===== src/rtl/if_async_rx.sv =====
// rtl/if_async_rx.sv - async four-phase handshake receiver feeding a FWFT valid/ready FIFO.
// Optional stall counter port enabled by IF_ASYNC_RX_STALL_CNT_EN.
module if_async_rx #(
  parameter int unsigned DATA_W      = 32,
  parameter int unsigned DEPTH       = 4,
  parameter int unsigned SYNC_STAGES = 2
) (
  input  logic                       clk,
  input  logic                       rst,
  input  logic                       async_en,
  input  logic [DATA_W-1:0]          async_data,
  output logic                       async_rdy,
  output logic                       out_valid,
  input  logic                       out_ready,
  output logic [DATA_W-1:0]          out_data,
  output logic [$clog2(DEPTH):0]     fifo_count
`ifdef IF_ASYNC_RX_STALL_CNT_EN
  ,
  output logic [15:0]                stall_cnt
`endif
);

  localparam int unsigned AW = $clog2(DEPTH);
  localparam logic [AW:0]   FULL_CNT = (AW+1)'(DEPTH);
  localparam logic [AW:0]   CNT_ONE  = (AW+1)'(1);
  localparam logic [AW-1:0] PTR_ONE  = AW'(1);

  typedef enum logic {
    IDLE = 1'b0,
    ACK  = 1'b1
  } state_t;

  logic [SYNC_STAGES-1:0] sync_q;
  logic                   en_s;
  state_t                 state_q;
  logic                   rdy_q;

  logic [DATA_W-1:0]      mem_q [DEPTH];
  logic [AW-1:0]          wr_ptr_q, wr_ptr_d;
  logic [AW-1:0]          rd_ptr_q, rd_ptr_d;
  logic [AW:0]            count_q, count_d;

  logic                   full;
  logic                   push;
  logic                   pop;

  assign en_s = sync_q[SYNC_STAGES-1];
  assign full = (count_q == FULL_CNT);
  // The full test uses the pre-edge count, so a pop while full never frees room for a push on the same edge.
  assign push = (state_q == IDLE) && en_s && !full;
  assign pop  = (count_q != '0) && out_ready;

  always_ff @(posedge clk or posedge rst) begin
    if (rst) begin
      sync_q <= '0;
    end else begin
      sync_q <= {sync_q[SYNC_STAGES-2:0], async_en};
    end
  end

  always_ff @(posedge clk or posedge rst) begin
    if (rst) begin
      state_q <= IDLE;
      rdy_q   <= 1'b0;
    end else begin
      case (state_q)
        IDLE: begin
          if (en_s && !full) begin
            state_q <= ACK;
            rdy_q   <= 1'b1;
          end
        end
        ACK: begin
          if (!en_s) begin
            state_q <= IDLE;
            rdy_q   <= 1'b0;
          end
        end
        default: begin
          state_q <= IDLE;
          rdy_q   <= 1'b0;
        end
      endcase
    end
  end

  always_comb begin
    wr_ptr_d = wr_ptr_q;
    rd_ptr_d = rd_ptr_q;
    count_d  = count_q;
    if (push) begin
      wr_ptr_d = wr_ptr_q + PTR_ONE;
    end
    if (pop) begin
      rd_ptr_d = rd_ptr_q + PTR_ONE;
    end
    if (push && !pop) begin
      count_d = count_q + CNT_ONE;
    end else if (pop && !push) begin
      count_d = count_q - CNT_ONE;
    end
  end

  always_ff @(posedge clk or posedge rst) begin
    if (rst) begin
      wr_ptr_q <= '0;
      rd_ptr_q <= '0;
      count_q  <= '0;
    end else begin
      wr_ptr_q <= wr_ptr_d;
      rd_ptr_q <= rd_ptr_d;
      count_q  <= count_d;
    end
  end

  // Storage needs no reset: the zeroed count hides stale entries.
  always_ff @(posedge clk) begin
    if (push) begin
      mem_q[wr_ptr_q] <= async_data;
    end
  end

`ifdef IF_ASYNC_RX_STALL_CNT_EN
  logic [15:0] stall_cnt_q;

  always_ff @(posedge clk or posedge rst) begin
    if (rst) begin
      stall_cnt_q <= '0;
    end else if ((state_q == IDLE) && en_s && full && (stall_cnt_q != 16'hFFFF)) begin
      stall_cnt_q <= stall_cnt_q + 16'd1;
    end
  end

  assign stall_cnt = stall_cnt_q;
`endif

  assign async_rdy  = rdy_q;
  assign out_valid  = (count_q != '0);
  assign out_data   = mem_q[rd_ptr_q];
  assign fifo_count = count_q;

endmodule

===== config.mk =====
export PLATFORM = sky130hd
export DESIGN_NAME = if_async_rx
export DESIGN_NICKNAME = d
export VERILOG_FILES = /design/src/rtl/if_async_rx.sv
export SDC_FILE = /design/constraint.sdc
export NUM_CORES = 1
export LEC_CHECK = 0
export CAP_MARGIN = 0
export CORE_MARGIN = 10
export CORE_UTILIZATION = 58
export CTS_CLUSTER_SIZE = 12
export DETAILED_ROUTE_END_ITERATION = 6
export PLACE_DENSITY = 0.82
export SYNTH_ARGS = -nofsm -noshare
export SYNTH_HDL_FRONTEND = slang
export SYNTH_SLANG_ARGS = --single-unit

===== constraint.sdc =====
create_clock -name clk -period 4.1 [get_ports clk]
set_clock_uncertainty 0.1 [all_clocks]
set_input_delay 0.615 -clock clk [delete_from_list [all_inputs] [get_ports clk]]
set_output_delay 0.615 -clock clk [all_outputs]
set_load 0.01 [all_outputs]

==> impl_metrics.json <==
{
  "mostFrequentLayoutCell": "sky130_fd_sc_hd__edfxtp_1",
  "clkSlewWorstSetupHoldPaths_ps": 60,
  "cp_num_cells": 3,
  "r2r_cell_count": 8,
  "tightest_slew_ps": 893.4,
  "remaining_drc_errors": 0,
  "totalNegativeSetupSlack_ps": 0,
  "setup_viol": 0,
  "grt_start_max_net_pins": 34,
  "worst_r2r_endpoint": "fifo_count[2]$_DFFE_PP0P_",
  "area_delta_synth_final_pct": 26.51,
  "end_kind": "output port",
  "arrival_ps": 2660,
  "crit_path_buffers_inverters": 2,
  "hold_buffers": 0,
  "postCtsResizedCells": 0,
  "routedLengthMet1_um": 3566,
  "synth_adder_area_share_pct": 1.602,
  "global_route_wire_length_before_repair_um": 14520,
  "antenna_violating_nets_post_route": 0,
  "status": "finished, final reports clean",
  "critPathMaxStageDelay_ps": 700,
  "relSlewSlack_pct": 40.44,
  "powerDensity_nw_per_um2": 699.2,
  "avgSynthCellArea_um2": 24.43,
  "numClockSinks": 139,
  "detail_route.wl_per_cell_um": 21.91,
  "min_from": "sync_q[0]$_DFF_PP0_",
  "fraction_of_the_mapped_netlist_area_in_compound_gates_pct": 0.3156,
  "drt_wl_total_um": 9113,
  "detailroute.wirelength.met3_um": 685,
  "hold_viol": 0,
  "combinational_family_with_the_most_area_after_synthesis": "multiplexers",
  "final_cell_mix": "sky130_fd_sc_hd__edfxtp_1 (128), sky130_fd_sc_hd__clkdlybuf4s50_1 (72), sky130_fd_sc_hd__mux4_2 (32)",
  "async_reset_ff_share_pct": 7.914,
  "total_chip_power_mw": 4.559,
  "antenna_cells": 0,
  "floorplan.core_area_um2": 8678,
  "final_layout_size_suffix_gt1_share_pct": 23.70,
  "cp_top_family": "buffers and inverters",
  "fill_count": 508,
  "synth.mux.area_fraction_pct": 14.49,
  "reg2reg_setup_slack_ps": 1740,
  "dr_total_vias": 2315,
  "min_to": "sync_q[1]$_DFF_PP0_",
  "avgViaCountPerCell": 5.565,
  "grt_setup_unrepaired": "no",
  "final_min_period_over_clock_period_pct": 82.21,
  "vias_in_the_first_global_route": 2666,
  "period_needed_ps": 3371,
  "yosys_register_bits": 139,
  "floorplan.io_pins": 73,
  "drtIter0Drc": 152,
  "clock_tree_from_tritoncts": "built",
  "syn-num-nets": 253,
  "h-tree-depth": 4,
  "p_leak_nw": 2.164,
  "irDropWorstVdd_mv": 0.3734,
  "globalRouteOverflowTotal": 0,
  "cts_buffers": 17,
  "fmax_ghz": 0.2967,
  "timing.setup.critical_path_class": "reg -> out",
  "area_share_of_xor_xnor_cells_in_the_synthesized_design_pct": 1.020,
  "cp_slowest_cell": "sky130_fd_sc_hd__dfrtp_2",
  "detailedPlacementHpwl_um": 5705,
  "met2_length_um": 4750,
  "instance_area_after_placement_um2": 5979,
  "die_h_um": 114.3,
  "crit_required_ps": 3380,
  "synth_ff_type": "sky130_fd_sc_hd__edfxtp_1",
  "synthesis.yosys.warnings": 0,
  "clockRootBuffer": "sky130_fd_sc_hd__clkbuf_8",
  "startpoint_type": "flip-flop",
  "clock_insertion_delay_worst_skew_ps": 520,
  "grt.total_usage_pct": 15.03,
  "timing.final.max_slew_violations": 0,
  "layout.cell_area.non_filler_um2": 6520,
  "synth_simple_gate_area_share_pct": 1.432,
  "final_net_count": 337,
  "synth_enable_flop_cells": 128,
  "hold_depth": 0,
  "globalplace.congestion": 0.6923,
  "top_layer": "met4",
  "worst_hold_path_type": "reg -> reg",
  "port_buffers": 72,
  "floorplan.die.width_um": 114.3,
  "timing.critical_path.fanout_max": 17,
  "synth_sequential_area_ratio_pct": 79.92,
  "post_cts_buffers": 0,
  "initial_utilization_pct": 59.39,
  "die-area_um2": 13060,
  "detail_route.first_pass.iterations": 4,
  "post_synth_instance_area_um2": 5154,
  "rows": 34,
  "rr_startpoint": "fifo_count[0]$_DFFE_PP0P_",
  "max-clock-path-buffers": 2,
  "antenna_found_initial": 0,
  "crit_chain": "buf_4, mux4_2, clkdlybuf4s50_1",
  "max_cap_viols": 0,
  "synth.lib_cells_used.distinct": 23,
  "syn_inst": 211
}
[metrics by stage]
step / utilization [%] / cells / hold slack, ps / setup WS [ps]
2_1_floorplan: - / 211 / 231.2 / 1803
3_3_place_gp: 68.90 / 384 / 232.4 / 1269
3_5_place_dp: 68.90 / 384 / 237.8 / 1200
4_1_cts: 75.13 / 416 / 257.9 / 634.1
5_1_grt: 75.13 / 416 / 271.8 / 529.4
6_report: 75.13 / 416 / 254.1 / 729.3
[metal layers]
metal  vias to the layer above  GRT usage (%)
met3                        11          7.180
met1                      1178          17.00
li1                       1046              -
met5                         -              0
met4                         0          5.096
met2                        80          24.56
[flip-flops by register name, indices dropped and copies added, names as in the netlist]
register and flops:
wr_ptr_q 2, mem_q 128, async_rdy 1, rd_ptr_q 2
fifo_count 3, state_q 1, sync_q 2
[layout make-up]
type	count	area (um^2)	area share, %
sequential	139	4121	63.21
multi-input combinational	59	972.2	14.91
inverter	4	15.01	0.2303
tap	108	135.1	2.073
clock inverter	15	126.4	1.938
clock buffer	17	414.1	6.352
timing repair buffer	74	735.7	11.28
[power breakdown]
part,total [mW],internal [mW],switching (mW),leakage [nW]
clock,1.36,0.798,0.558,0.245
sequential,1.95,1.76,0.183,1.29
combinational,1.26,0.770,0.486,0.631
[logic make-up after synthesis]
logic type | after synthesis
mux | 34
buf+inv | 13
xor+xnor | 6
fa+ha+maj | 6
simple gates | 11
compound gates | 2
flops | 139
[Yosys cell counts (2+ instances only)]
cell / number / area, um^2
sky130_fd_sc_hd__and2_2: 4 / 30.03
sky130_fd_sc_hd__buf_2: 5 / 25.02
sky130_fd_sc_hd__clkbuf_1: 3 / 11.26
sky130_fd_sc_hd__dfrtp_1: 11 / 275.3
sky130_fd_sc_hd__edfxtp_1: 128 / 3844
sky130_fd_sc_hd__ha_1: 5 / 62.56
sky130_fd_sc_hd__inv_1: 4 / 15.01
sky130_fd_sc_hd__mux4_2: 32 / 720.7
sky130_fd_sc_hd__xnor2_1: 4 / 35.03
sky130_fd_sc_hd__xor2_1: 2 / 17.52
[how the worst max path moves through the flow]
stage | startpoint | to | slack, ps
final | rd_ptr_q[0]$_DFFE_PP0P_ | out_data[3] | 730
after global routing | rd_ptr_q[0]$_DFFE_PP0P_ | out_data[3] | 530
after CTS | rd_ptr_q[0]$_DFFE_PP0P_ | out_data[3] | 630
after detailed placement | rd_ptr_q[0]$_DFFE_PP0P_ | out_data[3] | 1200
after global placement | rd_ptr_q[0]$_DFFE_PP0P_ | out_data[0] | 1270
after floorplan | fifo_count[0]$_DFFE_PP0P_ | fifo_count[1]$_DFFE_PP0P_ | 1800
Power figures use the tool's default switching activity.
